`src/rtl/instruction_types.sv`:
```
// Shared decode definitions: opcode map, one-hot type
// bit positions and the decoded entry held by the stage.
package instruction_types;

    localparam int XLEN_MAX = 64;
    localparam int PC_MAX   = 64;

    localparam logic [6:0] R_TYPE = 7'b0110011;
    localparam logic [6:0] I_TYPE = 7'b0010011;
    localparam logic [6:0] LOAD   = 7'b0000011;
    localparam logic [6:0] JALR   = 7'b1100111;
    localparam logic [6:0] S_TYPE = 7'b0100011;
    localparam logic [6:0] B_TYPE = 7'b1100011;
    localparam logic [6:0] LUI    = 7'b0110111;
    localparam logic [6:0] AUIPC  = 7'b0010111;
    localparam logic [6:0] J_TYPE = 7'b1101111;

    typedef enum logic [2:0] {
        TYPE_R = 3'd0,
        TYPE_I = 3'd1,
        TYPE_S = 3'd2,
        TYPE_B = 3'd3,
        TYPE_U = 3'd4,
        TYPE_J = 3'd5
    } type_bit_e;

    // pc/imm sized for the widest build; the stage slices them
    typedef struct packed {
        logic [PC_MAX-1:0]   pc;
        logic [6:0]          opcode;
        logic [4:0]          rd;
        logic [2:0]          funct3;
        logic [4:0]          rs1;
        logic [4:0]          rs2;
        logic [6:0]          funct7;
        logic [5:0]          typ;
        logic [XLEN_MAX-1:0] imm;
        logic                illegal;
        logic                rs1_used;
        logic                rs2_used;
        logic                rd_written;
    } decoded_t;

endpackage

```
`src/rtl/decode_comb.sv`:
```
// Combinational RV instruction decoder: fields, type,
// sign-extended immediate, illegal flag and register usage.
module decode_comb
    import instruction_types::*;
#(
    parameter int XLEN = 32
) (
    input  logic [31:0] instr,
    output decoded_t    dec
);

    logic [6:0]      op;
    logic [31:0]     imm32;
    logic [XLEN-1:0] imm_x;
    logic [5:0]      typ;

    assign op    = instr[6:0];
    assign imm_x = XLEN'(signed'(imm32));

    // classify opcode and build the 32-bit immediate
    always_comb begin
        typ   = '0;
        imm32 = '0;
        unique case (1'b1)
            op == R_TYPE: begin
                typ[TYPE_R] = 1'b1;
            end
            op == I_TYPE, op == LOAD, op == JALR: begin
                typ[TYPE_I] = 1'b1;
                imm32 = {{20{instr[31]}}, instr[31:20]};
            end
            op == S_TYPE: begin
                typ[TYPE_S] = 1'b1;
                imm32 = {{20{instr[31]}}, instr[31:25],
                         instr[11:7]};
            end
            op == B_TYPE: begin
                typ[TYPE_B] = 1'b1;
                imm32 = {{19{instr[31]}}, instr[31], instr[7],
                         instr[30:25], instr[11:8], 1'b0};
            end
            op == LUI, op == AUIPC: begin
                typ[TYPE_U] = 1'b1;
                imm32 = {instr[31:12], 12'b0};
            end
            op == J_TYPE: begin
                typ[TYPE_J] = 1'b1;
                imm32 = {{11{instr[31]}}, instr[31],
                         instr[19:12], instr[20],
                         instr[30:21], 1'b0};
            end
            default: begin
                typ   = '0;
                imm32 = '0;
            end
        endcase
    end

    // pack fields and usage flags into the decoded entry
    always_comb begin
        dec                = '0;
        dec.opcode         = op;
        dec.rd             = instr[11:7];
        dec.funct3         = instr[14:12];
        dec.rs1            = instr[19:15];
        dec.rs2            = instr[24:20];
        dec.funct7         = instr[31:25];
        dec.typ            = typ;
        dec.imm[XLEN-1:0]  = imm_x;
        dec.illegal        = (typ == 6'b0);
        dec.rs1_used       = typ[TYPE_R] | typ[TYPE_I]
                           | typ[TYPE_S] | typ[TYPE_B];
        dec.rs2_used       = typ[TYPE_R] | typ[TYPE_S]
                           | typ[TYPE_B];
        dec.rd_written     = (typ[TYPE_R] | typ[TYPE_I]
                           | typ[TYPE_U] | typ[TYPE_J])
                           & (instr[11:7] != 5'd0);
    end

endmodule

```
`src/rtl/decode_stage.sv`:
```
// Registered decode stage with valid/ready on both sides
// and a two-entry (main + skid) buffer.
module decode_stage
    import instruction_types::*;
#(
    parameter int XLEN = 32,
    parameter int PC_W = 32
) (
    input  logic            clk,
    input  logic            reset,
    input  logic            in_valid,
    output logic            in_ready,
    input  logic [31:0]     in_instr,
    input  logic [PC_W-1:0] in_pc,
    input  logic            flush,
    output logic            out_valid,
    input  logic            out_ready,
    output logic [PC_W-1:0] out_pc,
    output logic [6:0]      out_opcode,
    output logic [4:0]      out_rd,
    output logic [2:0]      out_funct3,
    output logic [4:0]      out_rs1,
    output logic [4:0]      out_rs2,
    output logic [6:0]      out_funct7,
    output logic [5:0]      out_type,
    output logic [XLEN-1:0] out_imm,
    output logic            out_illegal,
    output logic            out_rs1_used,
    output logic            out_rs2_used,
    output logic            out_rd_written
);

    typedef enum logic [1:0] {
        EMPTY = 2'd0,
        ONE   = 2'd1,
        TWO   = 2'd2
    } state_e;

    state_e   state_q, state_d;
    decoded_t dec, in_dec, main_q, skid_q;
    logic     accept, xfer;
    logic     load_main, load_skid, skid_to_main;
    logic     unused_hi;

    decode_comb #(.XLEN(XLEN)) u_dec (
        .instr (in_instr),
        .dec   (dec)
    );

    // attach the PC tag to the freshly decoded entry
    always_comb begin
        in_dec    = dec;
        in_dec.pc = PC_MAX'(in_pc);
    end

    assign in_ready  = (state_q != TWO);
    assign out_valid = (state_q != EMPTY);
    assign accept    = in_valid & in_ready & ~flush;
    assign xfer      = out_valid & out_ready;

    // occupancy FSM: next state and buffer moves
    always_comb begin
        state_d      = state_q;
        load_main    = 1'b0;
        load_skid    = 1'b0;
        skid_to_main = 1'b0;
        if (flush) begin
            state_d = EMPTY;
        end else begin
            unique case (state_q)
                EMPTY: begin
                    if (accept) begin
                        state_d   = ONE;
                        load_main = 1'b1;
                    end
                end
                ONE: begin
                    if (accept && xfer) begin
                        load_main = 1'b1;
                    end else if (accept) begin
                        state_d   = TWO;
                        load_skid = 1'b1;
                    end else if (xfer) begin
                        state_d   = EMPTY;
                    end
                end
                TWO: begin
                    if (xfer) begin
                        state_d      = ONE;
                        skid_to_main = 1'b1;
                    end
                end
                default: state_d = EMPTY;
            endcase
        end
    end

    // occupancy state register
    always_ff @(posedge clk or posedge reset) begin
        if (reset) state_q <= EMPTY;
        else       state_q <= state_d;
    end

    // main/skid data registers; reset clears the outputs
    always_ff @(posedge clk or posedge reset) begin
        if (reset) begin
            main_q <= '0;
            skid_q <= '0;
        end else begin
            if (load_main)         main_q <= in_dec;
            else if (skid_to_main) main_q <= skid_q;
            if (load_skid)         skid_q <= in_dec;
        end
    end

    assign out_pc         = main_q.pc[PC_W-1:0];
    assign out_opcode     = main_q.opcode;
    assign out_rd         = main_q.rd;
    assign out_funct3     = main_q.funct3;
    assign out_rs1        = main_q.rs1;
    assign out_rs2        = main_q.rs2;
    assign out_funct7     = main_q.funct7;
    assign out_type       = main_q.typ;
    assign out_imm        = main_q.imm[XLEN-1:0];
    assign out_illegal    = main_q.illegal;
    assign out_rs1_used   = main_q.rs1_used;
    assign out_rs2_used   = main_q.rs2_used;
    assign out_rd_written = main_q.rd_written;

    // upper pc/imm bits above the configured widths
    assign unused_hi = ^{main_q.imm, main_q.pc};

endmodule

```
`config.mk`:
```
export PLATFORM = sky130hd
export DESIGN_NAME = decode_stage
export DESIGN_NICKNAME = d
export VERILOG_FILES = /design/src/rtl/instruction_types.sv /design/src/rtl/decode_comb.sv /design/src/rtl/decode_stage.sv
export SDC_FILE = /design/constraint.sdc
export NUM_CORES = 1
export LEC_CHECK = 0
export ABC_AREA = 1
export BUFFER_PORTS_ARGS = -buffer_cell sky130_fd_sc_hd__buf_4
export CORE_ASPECT_RATIO = 2
export CORE_MARGIN = 1.5
export CORE_UTILIZATION = 25
export DETAILED_ROUTE_END_ITERATION = 10
export GPL_TIMING_DRIVEN = 0
export PLACE_DENSITY = 0.39
export SKIP_CTS_REPAIR_TIMING = 1
export SLEW_MARGIN = 20
export SYNTH_ARGS = -nofsm -noshare
export SYNTH_HDL_FRONTEND = slang
export SYNTH_SLANG_ARGS = --single-unit
```
`constraint.sdc`:
```
create_clock -name clk -period 10 [get_ports clk]
set_input_delay 1 -clock clk [delete_from_list [all_inputs] [get_ports clk]]
set_output_delay 1 -clock clk [all_outputs]
set_load 0.01 [all_outputs]
```
==> results of run 1 <==
## flip-flops by register name, summed over array words and instances, names as in the netlist
| signal | flops |
|---|---|
| out_funct3 | 3 |
| out_funct7 | 7 |
| out_illegal | 1 |
| out_imm | 32 |
| out_opcode | 7 |
| out_pc | 32 |
| out_rd | 5 |
| out_rd_written | 1 |
| out_rs1 | 5 |
| out_rs1_used | 1 |
| out_rs2 | 5 |
| out_rs2_used | 1 |
| out_type | 6 |
| skid_q | 106 |
| state_q | 2 |
## stage by stage
| step | hold slack, ns | utilization | instances |
|---|---|---|---|
| global placement | 0.465 | 0.304 | 1740 |
| detailed placement | 0.471 | 0.305 | 1742 |
| CTS | 0.443 | 0.325 | 1781 |
| floorplan | 0.448 | - | 1103 |
| global route | 0.456 | 0.325 | 1781 |
| finish | 0.452 | 0.325 | 1781 |
## routing by layer
| metal | track usage | up-vias |
|---|---|---|
| li1 | - | 3978 |
| met4 | 0.0661 | 0 |
| met1 | 0.199 | 4055 |
| met3 | 0.0230 | 54 |
| met2 | 0.359 | 227 |
| met5 | 0 | - |
## final cells by class
type | count | area share
Tap cell | 463 | 0.0470
Timing Repair Buffer | 176 | 0.110
Inverter | 142 | 0.0440
Multi-Input combinational cell | 676 | 0.274
Buffer | 71 | 0.0295
Clock buffer | 36 | 0.0579
Sequential cell | 214 | 0.434
Clock inverter | 3 | 0.00355
## power breakdown
part	switching [W]	internal, W
Sequential	0.0000998	0.00109
Combinational	0.000335	0.000257
Clock	0.000367	0.000514
Total	0.000802	0.00186
## cells in the final DEF, fill, tap and decap left out, drive strengths merged
master	count
nand2	336
buf	226
dfrtp	214
inv	143
o21ai	121
clkbuf	57
nand3	56
o211ai	49
nor2	44
nand4	28
o221ai	23
a31oi	13
a21oi	3
a22o	1
o21a	1
nor3	1
clkinv	1
bufinv	1
## worst register-to-register path, stage by stage, from the launching register on
cell and delay [ns]:
dfrtp_1 0.38, buf_2 0.20, nand3_2 0.12, buf_2 0.27, clkbuf_1 0.66, o221ai_1 0.20
## worst max path at each step
stage,end,start,depth (start not counted)
floorplan,out_funct3[0],reset,1
global placement,out_rd[2],reset,2
detailed placement,out_rd[4],flush,6
CTS,in_ready,state_q[1],5
global route,in_ready,state_q[1],5
finish,in_ready,state_q[1],5
## cells by family after synthesis
| kind of cell | after synthesis |
|---|---|
| buf+inv | 213 |
| flops | 214 |
| compound gates | 211 |
| simple gates | 465 |
==> metrics, run 1 <==
status=complete, no violations; post-route cell area=12300 um^2; routed len/inst=20.1 um; Met1 Wirelength=13100 um; startpoint types=flop; setup TNS=0 ns; post-layout minimum cycle time=2.56 ns; RSZ-0062 raised after global routing=false; crit-path cells=buf_2, inv_1, nor2_1, inv_1, buf_4; Overflow after GRT=0; R2R Path Start=state_q[1]; antenna-violating nets left=0; Overall Global Routing Usage=0.184; detailed-route DRC error count=0; Reg clk slew, reported paths=0.06 ns; total power=0.00266 W; cell count after synthesis=1103; hpwl dp=26400 um; layout cells sized above 1=0.232; number of global-route vias before repair=8799; Syn Nets=1172; Setup-failing EPs final=0; H-tree Lvls=1; Final Skew=0.00748 ns; fin crit share=0.256; post-synth top area cell=dfrtp_1; FILL cells=4043; Mapped Avg Cell Area=8.73 um^2; Site Rows=101; power per cell area=216 nW/um^2; routed wl met3=1550 um; first-pass GRT wire length=54800 um; Max Slew Vio Count=0; slew margin rel.=0.456; CP endpoint kind=output pin; area occupied by multi-input gates=3370 um^2; via count=8314; Synth top area share=0.556; P_leak=6.02 nW; drt via density=4.67; Max Cap Viol=0; Top Layer Used=met4; post-synthesis mux area share=0; Reg area=5360 um^2; Core Area=37900 um^2; largest net degree at the start of global routing=96; RR Endpoint=out_rd[4]; yosys warns=0; most numerous cell in the Yosys netlist=nand2_1; Final #Nets=1373; Root Driver=clkbuf_16; # port buffers=174; Final WS setup=7.44 ns; Max Fclk=391 MHz; DP Area=11600 um^2; Setup CP Type=flop to output pin; Top Family by Delay on Critical Path=buffers and inverters; CTS Buf Count=23; antenna cell count=0; Die W=142 um; Hold WC Path Type=input port to async pin; CP bufs+invs=4; crit path max-delay cell type=dfrtp_1; Starting Density=0.254; drt pass-1 iters=5; CTS sink cnt=214; WP data required=9.00 ns; Final Routed Wirelength=35800 um; Skew-Pair Late Insertion Delay=0.52 ns; worst path arrival time=1.56 ns; CTS tree=yes; Worst-Margin Slew=0.815 ns; reg2reg setup slack=8.03 ns; Synth area leaders=dfrtp_1 56%, nand2_1 13%, o21ai_0 5.6%, inv_1 5.3%, o211ai_1 3.8%; register area share after synthesis=0.556; Unique masters post-synth=31; Post-synth EDFFs=0; Max Buffers Root-to-Sink=3; max incr delay on CP=0.35 ns; Die Height=281 um; dpl ws=7.32 ns; Die Area=39800 um^2; R2R depth=5; post-synthesis adder-cell area fraction=0; post-synthesis cell area=9630 um^2; XOR/XNOR Fraction of Synth Area=0; initial antenna violation count=0; dominant synthesized flop cell=dfrtp_1; Synth top cells by count=326 x nand2_1, 214 x dfrtp_1, 135 x inv_1; area delta synth->final=28.1%; crit-path most repeated cell=inv_1; VDD IR-drop max=0.141 mV; Seq cells post-synth=214; Hold Violations, Final=0; DRT iter0 DRCs=380; placer congestion estimate=0.834; DR WL met2=20000 um; Simple-Gate Fraction of Synth Area=0.212; largest family of logic cells by synthesized area=simple AND/OR/NAND/NOR gates; Synth async-reset ratio=1.00; worst-path fanout max=10; boundary pin count=177; complex-gate fraction of the synthesized area=0.139
Power figures use the tool's default switching activity.
==> inputs of run 2 (changes only) <==
==> constraint.sdc (replaced) <==
create_clock -name clk -period 2.55 [get_ports clk]
set_input_delay 0.255 -clock clk [delete_from_list [all_inputs] [get_ports clk]]
set_output_delay 0.255 -clock clk [all_outputs]
set_load 0.01 [all_outputs]
==> metrics, run 2 (synthesized netlist as in run 1, its figures left out) <==
post-layout minimum cycle time=1.96 ns; Hold WC Path Type=input port to flop; slew margin rel.=0.436; hpwl dp=26900 um; area delta synth->final=35.1%; Biggest register=skid_q; CTS Buf Count=23; post-route cell area=13000 um^2; Skew-Pair Late Insertion Delay=0.54 ns; first-pass GRT wire length=55000 um; Hold Violations, Final=12; Overflow after GRT=0; Worst-Margin Slew=0.845 ns; most frequent cells in the layout=326 x nand2_1, 214 x dfrtp_1, 180 x buf_4, 134 x inv_1, 108 x o21ai_0; CTS sink cnt=214; WP data required=2.93 ns; Max Slew Vio Count=0; Setup-failing EPs final=0; CP endpoint kind=flop; routed len/inst=19.6 um; startpoint types=flop; drt via density=4.62; H-tree Lvls=1; initial antenna violation count=0; Starting Density=0.254; Overall Global Routing Usage=0.185; DRT iter0 DRCs=463; WHS=-0.0421 ns; most common cell after layout, fill and taps aside=nand2_1; antenna cell count=0; Reg clk slew, reported paths=0.07 ns; Core Area=37900 um^2; number of global-route vias before repair=8896; Reg area=5360 um^2; total power=0.0107 W; VDD IR-drop max=0.411 mV; worst-path fanout max=10; placer congestion estimate=0.833; Final #Nets=1433; boundary pin count=177; FILL cells=4040; RSZ-0062 raised after global routing=false; Max Cap Viol=0; drt pass-1 iters=5; via count=8515; Site Rows=101; placed insts=1748; setup TNS=0 ns; layout cells sized above 1=0.227; Final Routed Wirelength=36200 um; Max Fclk=510 MHz; Setup CP Type=flop to flop; status=complete, but fails checks; Max Buffers Root-to-Sink=3; P_leak=6.30 nW; Final Skew=0.0203 ns; Root Driver=clkbuf_16; # port buffers=174; fin crit share=0.769; Die Area=39800 um^2; CTS tree=yes; largest net degree at the start of global routing=32; worst path arrival time=2.34 ns; area occupied by multi-input gates=3370 um^2; detailed-route DRC error count=0; failing checks=hold timing; DP Area=11700 um^2; power per cell area=819 nW/um^2; Die Height=281 um; max FFs per register=106; final cell count without fillers=1843; Die W=142 um; antenna-violating nets left=0
## run 2: cell types whose count changed in the layout (fill, tap and decap cells not counted)
| cell | delta |
|---|---|
| buf_12 | +7 |
| buf_16 | -1 |
| bufinv_16 | +1 |
| clkbuf_1 | +1 |
| clkbuf_8 | -1 |
| clkinv_2 | +1 |
| clkinvlp_4 | +1 |
| dlygate4sd3_1 | +54 |
| inv_8 | -1 |
## run 2: path summary, 6_finish.rpt
check	startpoint	end	slack, ns	depth (start not counted)
max in group asynchronous	reset	out_opcode[1]	1.35	7
worst max register to register	state_q[1]	out_rs2[4]	0.59	5
min in group asynchronous	reset	out_pc[20]	0.18	3
worst min register to register	skid_q[71]	skid_q[71]	0.49	2
worst min-delay path	in_pc[14]	skid_q[120]	-0.04	3
worst max-delay path	state_q[1]	out_rs2[4]	0.59	5
## run 2: power breakdown
part	leakage (nW)	switching (W)	internal, W	total [W]
sequential	2.66	0.000393	0.00428	0.00467
combinational	3.25	0.00133	0.00108	0.00241
clock	0.387	0.00148	0.00210	0.00357
total	6.30	0.00320	0.00745	0.0107
## run 2: metrics by stage
step           setup WS [ns]   util
2_1_floorplan         -0.489      -
3_3_place_gp           -2.25  0.304
3_5_place_dp           0.464  0.308
4_1_cts                0.467  0.329
5_1_grt                0.407  0.343
6_report               0.588  0.343
## run 2: critical path, cell delays in order, from the launching register on
cell	delay (ns)
dfrtp_1	0.37
buf_2	0.20
nand3_2	0.12
buf_2	0.29
clkbuf_1	0.64
o221ai_1	0.19
## run 2: area by class of cell
class,count,share of cell area
buffer,71,0.0280
clock inverter,5,0.00606
clock buffer,36,0.0541
sequential,214,0.412
multi-input combinational,676,0.259
tap,463,0.0445
inverter,142,0.0415
timing repair buffer,236,0.155
## run 2: metal layers
metal  vias to the layer above  share of wire  track usage
met3                        45          0.033       0.0203
met4                         0          0.029       0.0650
met1                      4172           0.37        0.200
met5                         -              0            0
li1                       4096              -            -
met2                       202           0.56        0.363
